--- src/rtl/mem_bus_arbiter.sv ---
// mem_bus_arbiter: fair icache/dcache memory-bus arbiter with per-tag return routing
module mem_bus_arbiter #(
  parameter int XLEN = 32,
  parameter int TAG_W = 4,
  parameter int STARVE_LIMIT = 4
) (
  input  logic             clock,
  input  logic             reset,
  input  logic [1:0]       icache2arb_command,
  input  logic [XLEN-1:0]  icache2arb_addr,
  input  logic [1:0]       dcache2arb_command,
  input  logic [XLEN-1:0]  dcache2arb_addr,
  input  logic [63:0]      dcache2arb_data,
  output logic [1:0]       arb2mem_command,
  output logic [XLEN-1:0]  arb2mem_addr,
  output logic [63:0]      arb2mem_data,
  input  logic [TAG_W-1:0] mem2arb_response,
  input  logic [63:0]      mem2arb_data,
  input  logic [TAG_W-1:0] mem2arb_tag,
  output logic [TAG_W-1:0] arb2icache_response,
  output logic [TAG_W-1:0] arb2dcache_response,
  output logic [63:0]      arb2icache_data,
  output logic [63:0]      arb2dcache_data,
  output logic [TAG_W-1:0] arb2icache_tag,
  output logic [TAG_W-1:0] arb2dcache_tag,
  output logic [TAG_W:0]   outstanding,
  output logic             orphan_tag_err
);
  localparam int N = 1 << TAG_W;
  localparam int SW = $clog2(STARVE_LIMIT + 1);
  localparam logic [1:0] BUS_NONE = 2'd0;
  localparam logic [1:0] BUS_LOAD = 2'd1;
  logic [N-1:0] valid_q, valid_d, src_q, src_d;
  logic [SW-1:0] starve_q, starve_d;
  logic orphan_q, orphan_d;
  logic [TAG_W:0] outstanding_q, outstanding_d;
  logic i_req, d_req, grant_i, grant_d, ret_hit, ret_d, tag_nz;
  logic [1:0] mem_cmd;
  always_comb begin
    i_req = icache2arb_command != BUS_NONE;
    d_req = dcache2arb_command != BUS_NONE;
    grant_i = i_req && (!d_req || starve_q == SW'(STARVE_LIMIT));
    grant_d = d_req && !grant_i;
    mem_cmd = grant_i ? icache2arb_command : grant_d ? dcache2arb_command : BUS_NONE;
    tag_nz = mem2arb_tag != '0;
    ret_hit = tag_nz && valid_q[mem2arb_tag];
    ret_d = src_q[mem2arb_tag];
    arb2mem_command = reset ? mem_cmd : BUS_NONE;
    arb2mem_addr = grant_i ? icache2arb_addr : dcache2arb_addr;
    arb2mem_data = dcache2arb_data;
    arb2icache_response = (reset && grant_i) ? mem2arb_response : '0;
    arb2dcache_response = (reset && grant_d) ? mem2arb_response : '0;
    arb2icache_tag = (reset && ret_hit && !ret_d) ? mem2arb_tag : '0;
    arb2dcache_tag = (reset && ret_hit && ret_d) ? mem2arb_tag : '0;
    arb2icache_data = (reset && ret_hit && !ret_d) ? mem2arb_data : '0;
    arb2dcache_data = (reset && ret_hit && ret_d) ? mem2arb_data : '0;
    outstanding = reset ? outstanding_q : '0;
    orphan_tag_err = orphan_q;
    // return clears before acceptance sets, so a reused tag ends owned by the new requester
    valid_d = valid_q;
    src_d = src_q;
    if (ret_hit) valid_d[mem2arb_tag] = 1'b0;
    if (mem_cmd == BUS_LOAD && mem2arb_response != '0) begin
      valid_d[mem2arb_response] = 1'b1;
      src_d[mem2arb_response] = grant_d;
    end
    starve_d = (i_req && !grant_i) ? starve_q + SW'(1) : '0;
    orphan_d = orphan_q || (tag_nz && !valid_q[mem2arb_tag]);
    outstanding_d = '0;
    for (int i = 0; i < N; i++) outstanding_d = outstanding_d + (TAG_W+1)'(valid_d[i]);
  end
  always_ff @(posedge clock) begin
    if (!reset) begin
      valid_q <= '0;
      src_q <= '0;
      starve_q <= '0;
      orphan_q <= 1'b0;
      outstanding_q <= '0;
    end else begin
      valid_q <= valid_d;
      src_q <= src_d;
      starve_q <= starve_d;
      orphan_q <= orphan_d;
      outstanding_q <= outstanding_d;
    end
  end
endmodule

--- config.mk ---
export PLATFORM = sky130hd
export DESIGN_NAME = mem_bus_arbiter
export DESIGN_NICKNAME = d
export VERILOG_FILES = /design/src/rtl/mem_bus_arbiter.sv
export SDC_FILE = /design/constraint.sdc
export NUM_CORES = 1
export LEC_CHECK = 0
export ABC_CLOCK_PERIOD_IN_PS = 9100
export CAP_MARGIN = 15
export CORE_AREA = 5 5 174 176
export CTS_CLUSTER_SIZE = 12
export DETAILED_ROUTE_END_ITERATION = 7
export DIE_AREA = 0 0 179 181
export DONT_BUFFER_PORTS = 1
export PLACE_DENSITY = 0.3
export SLEW_MARGIN = 30
export SYNTH_ARGS = -nofsm -noshare
export SYNTH_HDL_FRONTEND = slang
export SYNTH_SLANG_ARGS = --single-unit
--- constraint.sdc ---
create_clock -name clock -period 9.1 [get_ports clock]
set_input_delay 1.365 -clock clock [delete_from_list [all_inputs] [get_ports clock]]
set_output_delay 1.365 -clock clock [all_outputs]
set_load 0.1 [all_outputs]
-- Word-level counts from Yosys, hierarchy flattened
Cells that the tools add are included.
- $add $sub $neg: 16
- order comparisons: 4
- equality and inequality tests: 2
- multiplexer cells: 22
- bitwise gates (word level): 3
- reductions and logical operators: 24
- operators with widths (kind ; count):
    64-bit 2-to-1 mux ; 2
    5-bit by 1-bit adder with 5-bit output ; 11
    16-bit 2-to-1 mux ; 2
    32-bit 2-to-1 mux ; 1
    16-bit bitwise AND ; 1
    16-bit bitwise mux ; 1
    4-bit 2-to-1 mux ; 4
    16-bit NOT ; 1
    16-bit OR ; 1
    1-bit logical AND ; 13
    4-bit by 5-bit less-than comparator with 1-bit output (second input constant) ; 2
    1-bit binary-select mux with 4-bit select ; 2
    1-bit demux with 4-bit select ; 2
    4-bit by 1-bit >= comparator with 1-bit output (second input constant) ; 2
    4-bit nonzero test ; 2
    2-bit 2-to-1 mux ; 3
    4-bit by 1-bit adder with 5-bit output ; 1
    5-bit 2-to-1 mux ; 1
    3-bit by 1-bit adder with 4-bit output ; 1
    1-bit logical NOT ; 4
    1-bit 2-to-1 mux ; 4
    2-bit nonzero test ; 2
    2-bit by 1-bit adder with 3-bit output ; 1
    3-bit by 1-bit adder with 3-bit output (second input constant) ; 1
    other kinds (5) ; 6
- bits in registers: 41
- input bits: 206
- output and inout bits: 248
- word-level logic and storage cells: 76

-- Logic depth before layout (Yosys ltp)
Gate-level depths: netlist (run 1).
- depth after elaboration: 26
- mapped depth: 20
- depth with buffers taken out: 19

-- Worst setup path after synthesis (run 1)
OpenSTA, ideal clock, no wires.
- path type: input to output
- from: input mem2arb_tag[0]
- to: output arb2icache_data[36]
- arrival: 4.891 ns
- data required time: 7.735 ns
- slack: 2.844 ns
- stages: 7
- path buffers: 3
- path through: buf_4 > mux4_2 > nand3_1 > nand4_1 > buf_2 > buf_1 > nor3b_1
- longest elaborated chain between the ends: 6
- RTL lines (item ; line ; text):
    start: declaration ; 19 ; input logic [TAG_W-1:0] mem2arb_tag,
    1-bit binary-select mux with 4-bit select ; 46 ; ret_hit = tag_nz && valid_q[mem2arb_tag];
    1-bit 2-to-1 mux (not written as such) ; 46 ;
    1-bit logical AND ; 46 ;
    1-bit logical AND ; 55 ; arb2icache_data = (reset && ret_hit && !ret_d) ? mem2arb_data : '0;
    1-bit logical AND (*) ; 55 ;
    64-bit 2-to-1 mux (*) ; 55 ;
    end: declaration ; 22 ; output logic [63:0] arb2icache_data,
Every way passes the cells marked *; elsewhere a longest branch is shown, timed or not. The select of a mux whose other input is x is not followed.

-- Worst setup path in the final report (run 1)
- from: input mem2arb_tag[0]
- to: output arb2icache_tag[1]
- longest elaborated chain between the ends: 6
- RTL lines (item ; line ; text):
    1-bit binary-select mux with 4-bit select ; 46 ;
    1-bit 2-to-1 mux (not written as such) ; 46 ;
    1-bit logical AND ; 46 ;
    1-bit logical AND ; 53 ; arb2icache_tag = (reset && ret_hit && !ret_d) ? mem2arb_tag : '0;
    1-bit logical AND (*) ; 53 ;
    4-bit 2-to-1 mux (*) ; 53 ;
    end: declaration ; 24 ; output logic [TAG_W-1:0] arb2icache_tag,
Marked as above.

==> impl_metrics.yaml, run 1 <==
status:
  outcome: "finished clean"
synth:
  synthesis.nets: 786
  netlist_area_um2: 4923
  yosysSeqAreaShare: 0.1667
  async_reset_ff_frac: 0
  synth_top_area_frac: 0.1667
  synth_top_cells_by_area: "dfxtp_1 (17%), nor3b_2 (14%), nor3b_1 (11%), buf_4 (11%), mux2_2 (7.8%)"
  synth_edf_count: 0
  yosysUniqueCellTypes: 45
  synth_cells: 563
  yosys_register_bits: 41
  avgSynthCellArea_um2: 8.745
  ys_warn_count: 0
  synth_flop_cell: "dfxtp_1"
  synth_top_cell_by_area: "dfxtp_1"
power_and_ir_drop:
  total_power_mw: 0.8366
  powerDensity_nw_per_um2: 96.09
  power_frac_comb: 0.531
  p_seq_frac: 0.224
  clkPwrFrac: 0.245
  ir_drop_mv: 0.06890
  p_int_mw: 0.4481
  p_switching_mw: 0.3885
  power.share.switching: 0.4643
  p_leak_nw: 3.401
cells_and_area:
  stdcell_count: 979
  fillers: 2829
  area_growth_pct: 76.85
  fin_util: 0.3058
  layout-drive-gt1-share: 0.5623
  layout.nets: 816
  seq_area_um2: 820.8
  multi_input_area_um2: 4033
  final_area_um2: 8707
clock_tree:
  cts_root_buffer: "clkbuf_16"
  postCtsSetupBuffers: 0
  cts_buffer_depth: 2
  cts_tree: "done"
  h-tree-depth: 2
  clkLatencyLatePin_ps: 280
  path_clk_slew_ps: 50
  numCtsBuffers: 5
  cts_hold_buf: 0
  cts.sinks: 41
  post_cts_resized: 0
sta:
  slew_headroom: 0.3188
  drv_slew: 0
  final.min_clock_period_ps: 5613
  setup_violations: 0
  skew_ps: 6.624
  hold_viol: 0
  setup_slack_ps: 3487
  whs_ps: 447.8
  tns_ps: 0
  worstMarginPinSlew_ps: 1018
  rsz0062_at_grt: "no"
  max_freq_mhz: 178.2
  period_share: 0.6168
die:
  die_area_um2: 32400
  rows: 62
  die_x_um: 179
  die_y_um: 181
  start_util: 0.1729
  pin_count: 454
  coreArea_um2: 28470
place:
  dp.cells: 969
  hpwl_um: 18110
  io_buffers: 0
  place_ws_ps: 3240
  dpl_cell_area_um2: 8517
  routabilityCongestion: 0.8003
routing:
  drt-initial-drc-count: 126
  post_drt_wl_per_cell_um: 21.48
  drtAntennaViolNets: 0
  vias: 4313
  first_pass_iters: 4
  drc_errors: 0
  drt-vias-per-instance: 4.406
  routed_wl_um: 21030
global_routing:
  grt_util_met2: 0.2206
  antenna_found_initial: 1
  grt_max_degree: 55
  overflow: 0
  grt_busiest_layer: "met2"
  grt_pass1_wl_um: 30700
  grt_usage: 0.1228
  grt_pass1_vias: 4530
  met3_usage: 0.04139
  met1_usage: 0.1397
setup_path:
  worstPathArrival_ps: 4250
  cp.required_ps: 7740
  worstPathMaxFanout: 37
  critical_path_class: "primary input to output port"
  r2r_slack_ps: 4060
  cp-start-kind: "primary input"
  end_kind: "output port"
job:
  maxCapViolCount: 0
hold_path:
  holdCritPathClass: "flip-flop to flip-flop"
[area by class of cell]
class / instances / share of cell area
antenna: 1 / 0.0002874
multi-input combinational: 375 / 0.4631
tap: 384 / 0.05518
sequential: 41 / 0.09427
clock inverter: 1 / 0.003449
clock buffer: 7 / 0.01638
timing repair buffer: 140 / 0.3544
inverter: 30 / 0.01293
[layout by cell type (no fill, tap or decap), types with 19 or more instances in the layout]
cell type,netlist,layout
buf_16,0,43
inv_1,29,29
nor3b_4,0,56
dfxtp_1,41,41
and2_1,19,19
nand2_1,33,33
buf_8,0,38
mux2_2,34,34
clkbuf_16,0,55
nor3b_2,56,74
[Yosys cell counts, drive strengths merged, types with 7 or more instances]
master  instances
buf            99
ha              7
o21a            8
fa             10
nor3b         131
inv            29
dfxtp          41
clkbuf         18
nand2          33
nor4            8
mux2           34
and2           19
o31ai           8
o21ai          14
mux2i          14
nor2           23
[flip-flops by register name, summed over array words and instances (netlist names)]
signal / cells
src_q: 16
valid_q: 16
outstanding_q: 5
starve_q: 3
orphan_tag_err: 1
[worst paths after layout]
kind / from / depth (start not counted) / to
max: mem2arb_tag[0] / 5 / arb2icache_tag[1]
min reg2reg: starve_q[0] / 1 / starve_q[0]
max reg2reg: starve_q[0] / 20 / outstanding_q[2]
min: starve_q[0] / 1 / starve_q[0]
[power groups by stage]
| stage | registers, mW | clock network [mW] | logic (mW) |
|---|---|---|---|
| 2_1_floorplan | 0.195 | 0 | 0.456 |
| 3_3_place_gp | 0.191 | 0 | 0.443 |
| 3_5_place_dp | 0.192 | 0 | 0.448 |
| 4_1_cts | 0.188 | 0.212 | 0.448 |
| 5_1_grt | 0.188 | 0.218 | 0.460 |
| 6_report | 0.188 | 0.205 | 0.444 |
[critical path, cell delays in order]
cell,delay (ps)
mux4_2,510
nand3_1,130
nand4_1,700
buf_4,630
nor3_4,880
[layer usage]
layer  vias to the layer above  part of all wire
met5                         -                 0
met4                         0             0.015
met3                        25              0.11
met2                       285              0.52
met1                      2048              0.36
li1                       1955                 -
[cell families after synthesis]
group,count (synthesis),share of synthesized area
buffers and inverters,147,0.1830
flip-flops,41,0.1667
XOR/XNOR,2,0.003558
multiplexers,52,0.1245
AND/OR/NAND/NOR,242,0.3713
AO/OA/AOI/OAI,62,0.09250
adder cells (fa/ha/maj),17,0.05845
No activity file was read; power rests on OpenSTA's default activity.
==> run 2: changes to the inputs <==
Settings changed: ABC_AREA set to 1, ABC_CLOCK_PERIOD_IN_PS 9100 to 4700, CORE_AREA 5 5 174 176 to 5 5 173 175, DIE_AREA 0 0 179 181 to 0 0 178 180.
Clock period 9.1 ns to 4.7 ns, I/O delays scaled along.
==> run 2 against run 1 <==
  * Count of clock-buffer cells in the layout shrank 2
  * Hold slack lost 29 ps
  * First-iteration DRC count grew 46%
  * Synthesized area shrank 13%
  * Via count grew 12%
  * Critical path depth grew 19
  * Sequential power grew 93%
  * Flip-flop and latch count is the same
  * Largest cell class unchanged
==> impl_metrics.yaml, run 2 <==
status:
  outcome: "finished clean"
synth:
  synth_top_family_by_area: "simple AND/OR/NAND/NOR gates"
  synth_top_area_frac: 0.1968
  ys_warn_count: 0
  synth_common_cells: "nand2_1 (225), nor2_1 (201), inv_1 (132)"
  netlist_area_um2: 4292
  synth_flop_cell: "dfxtp_1"
  synth.most_common_cell: "nand2_1"
  synth_adder_area_share: 0.06706
  synth_xor_area_frac: 0.002041
  synth_top_cells_by_area: "nand2_1 (20%), dfxtp_1 (19%), nor2_1 (18%), buf_4 (12%), inv_1 (12%)"
  synth_top_cell_by_area: "nand2_1"
  synth_edf_count: 0
  yosysSeqAreaShare: 0.1913
  synth_cells: 787
  synth-compound-area-share: 0.05190
  yosysUniqueCellTypes: 27
  avgSynthCellArea_um2: 5.453
  synthesis.nets: 1010
  async_reset_ff_frac: 0
  synthMuxAreaShare: 0
  yosys_register_bits: 41
  synthSimpleGateAreaFrac: 0.4131
cells_and_area:
  fin_util: 0.2223
  layout-drive-gt1-share: 0.4204
  seq_area_um2: 822.0
  fillers: 3251
  final_common_cell: "nand2_1"
  top_regs: "src_q: 16 flops, valid_q: 16 flops, outstanding_q: 5 flops"
  layout.nets: 1126
  multi_input_area_um2: 2701
  area_growth_pct: 46.68
  final_cell_mix: "nand2_1 (219), buf_4 (198), nor2_2 (146)"
  stdcell_count: 1288
  n_antenna_cell: 0
global_routing:
  antenna_found_initial: 0
  overflow: 0
  grt_pass1_wl_um: 29100
  grt_pass1_vias: 4760
  met1_usage: 0.1414
  grt_util_met2: 0.1981
  grt_busiest_layer: "met2"
  grt_max_degree: 69
  met3_usage: 0.04958
  grt_usage: 0.1161
setup_path:
  crit_slowest_cell: "fa_1"
  cp-start-kind: "flip-flop"
  end_kind: "flip-flop"
  critical_path_class: "flip-flop to flip-flop"
  path_common_cell: "nand2_2"
  cp.required_ps: 4910
  cpPeakStageDelay_ps: 570
  path_cells: "inv_1 -> ha_1 -> nand2_2 -> nand2_2 -> nand2_2 -> nand2_2 -> nand2_2 -> buf_12 -> nand4_1 -> nand2_1 -> inv_2 -> fa_1 -> inv_1 -> fa_1 -> fa_1 -> inv_2 -> fa_1 -> inv_1 -> ha_2 -> inv_1 -> fa_2 -> inv_2 -> a21oi_1 -> nor3_1"
  worstPathArrival_ps: 4620
  worstPathMaxFanout: 10
sta:
  setup_slack_ps: 289.5
  rsz0062_at_grt: "yes"
  max_freq_mhz: 226.7
  setup_violations: 0
  tns_ps: 0
  drv_slew: 0
  skew_ps: 9.122
  slew_headroom: 0.3447
  worstMarginPinSlew_ps: 981.6
  hold_viol: 0
  period_share: 0.9384
  final.min_clock_period_ps: 4410
routing:
  routed_wl_um: 20180
  drt-initial-drc-count: 184
  post_drt_wl_per_cell_um: 15.67
  first_pass_iters: 4
  vias: 4814
  drt-vias-per-instance: 3.738
  drtAntennaViolNets: 0
  drc_errors: 0
clock_tree:
  cts_buffer_depth: 2
  cts_root_buffer: "clkbuf_16"
  cts.sinks: 41
  cts_tree: "done"
  cts_hold_buf: 0
  clkLatencyLatePin_ps: 290
  path_clk_slew_ps: 60
  h-tree-depth: 2
  numCtsBuffers: 5
power_and_ir_drop:
  ir_drop_mv: 0.1754
  powerDensity_nw_per_um2: 187.4
  p_leak_nw: 3.473
die:
  coreArea_um2: 28310
  rows: 62
  pin_count: 454
  die_x_um: 178
  start_util: 0.1516
  die_area_um2: 32040
  die_y_um: 180
place:
  io_buffers: 0
  place_ws_ps: -64.04
  hpwl_um: 17350
  dp.cells: 1272
  routabilityCongestion: 0.7928
hold_path:
  holdCritPathClass: "flip-flop to flip-flop"
job:
  maxCapViolCount: 0
## run 2: cell types whose count changed after synthesis, moves of 14 or more
cell,change
nand2_1,+192
nor2_1,+178
mux2_2,-34
nand4_1,+16
nor3b_1,-75
inv_1,+103
and2_1,-16
mux2i_1,-14
nor3b_2,-56
## run 2: worst max-delay path: cells and delay by family (launching register included)
kind / cells / cell delay (ps)
AND/OR/NAND/NOR: 8 / 730
buffers and inverters: 8 / 490
adder cells (fa/ha/maj): 7 / 2710
flip-flops: 1 / 340
AO/OA/AOI/OAI: 1 / 60
## run 2: area by class of cell
| cell class | count | share of cell area |
|---|---|---|
| clock buffers | 5 | 0.01988 |
| clock inverters | 3 | 0.002783 |
| inverters | 136 | 0.08110 |
| multi-input cells | 513 | 0.4291 |
| flip-flops and latches | 41 | 0.1306 |
| well taps | 384 | 0.07633 |
| repair buffers | 206 | 0.2602 |
## run 2: worst paths after layout
check	endpoint	depth (start not counted)	slack (ps)	startpoint
setup reg to reg	outstanding_q[4]	24	290	starve_q[0]
hold / removal	starve_q[0]	1	420	starve_q[0]
setup / recovery	outstanding_q[4]	24	290	starve_q[0]
hold reg to reg	starve_q[0]	1	420	starve_q[0]
## run 2: where the power goes
group | internal (mW) | total (mW) | switching [mW] | leakage [nW]
sequential | 0.356 | 0.363 | 0.00781 | 0.332
combinational | 0.101 | 0.472 | 0.371 | 3.07
clock | 0.195 | 0.344 | 0.149 | 0.0696
## run 2: routing by layer
layer	up-vias	wire [µm]
li1	2457	-
met4	2	36
met5	-	59
met1	2064	7992
met2	285	9524
met3	6	2566
## run 2: what timing repair did
action	4_1_cts	5_1_grt
setup buffers	0	8
resized for setup	0	13
setup endpoints to repair	0	4
## run 2: through the flow
step | instance area, µm² | hold WS [ps] | total power, mW
5_1_grt | 6295 | 440.8 | 1.242
6_report | 6295 | 418.6 | 1.179
3_5_place_dp | 6071 | 420.1 | 0.8402
3_3_place_gp | 6067 | 415.0 | 0.8402
4_1_cts | 6213 | 430.6 | 1.191
2_1_floorplan | 4299 | 407.1 | 0.9805
## run 2: cell families (layout without fill, tap and decap cells)
family	after synthesis	count (layout)
and+or+nand+nor	453	453
buffers and inverters	233	350
AOI/OAI and AO/OA	42	42
DFF	41	41
adders and majority gates	17	17
xor gates and xnor gates	1	1
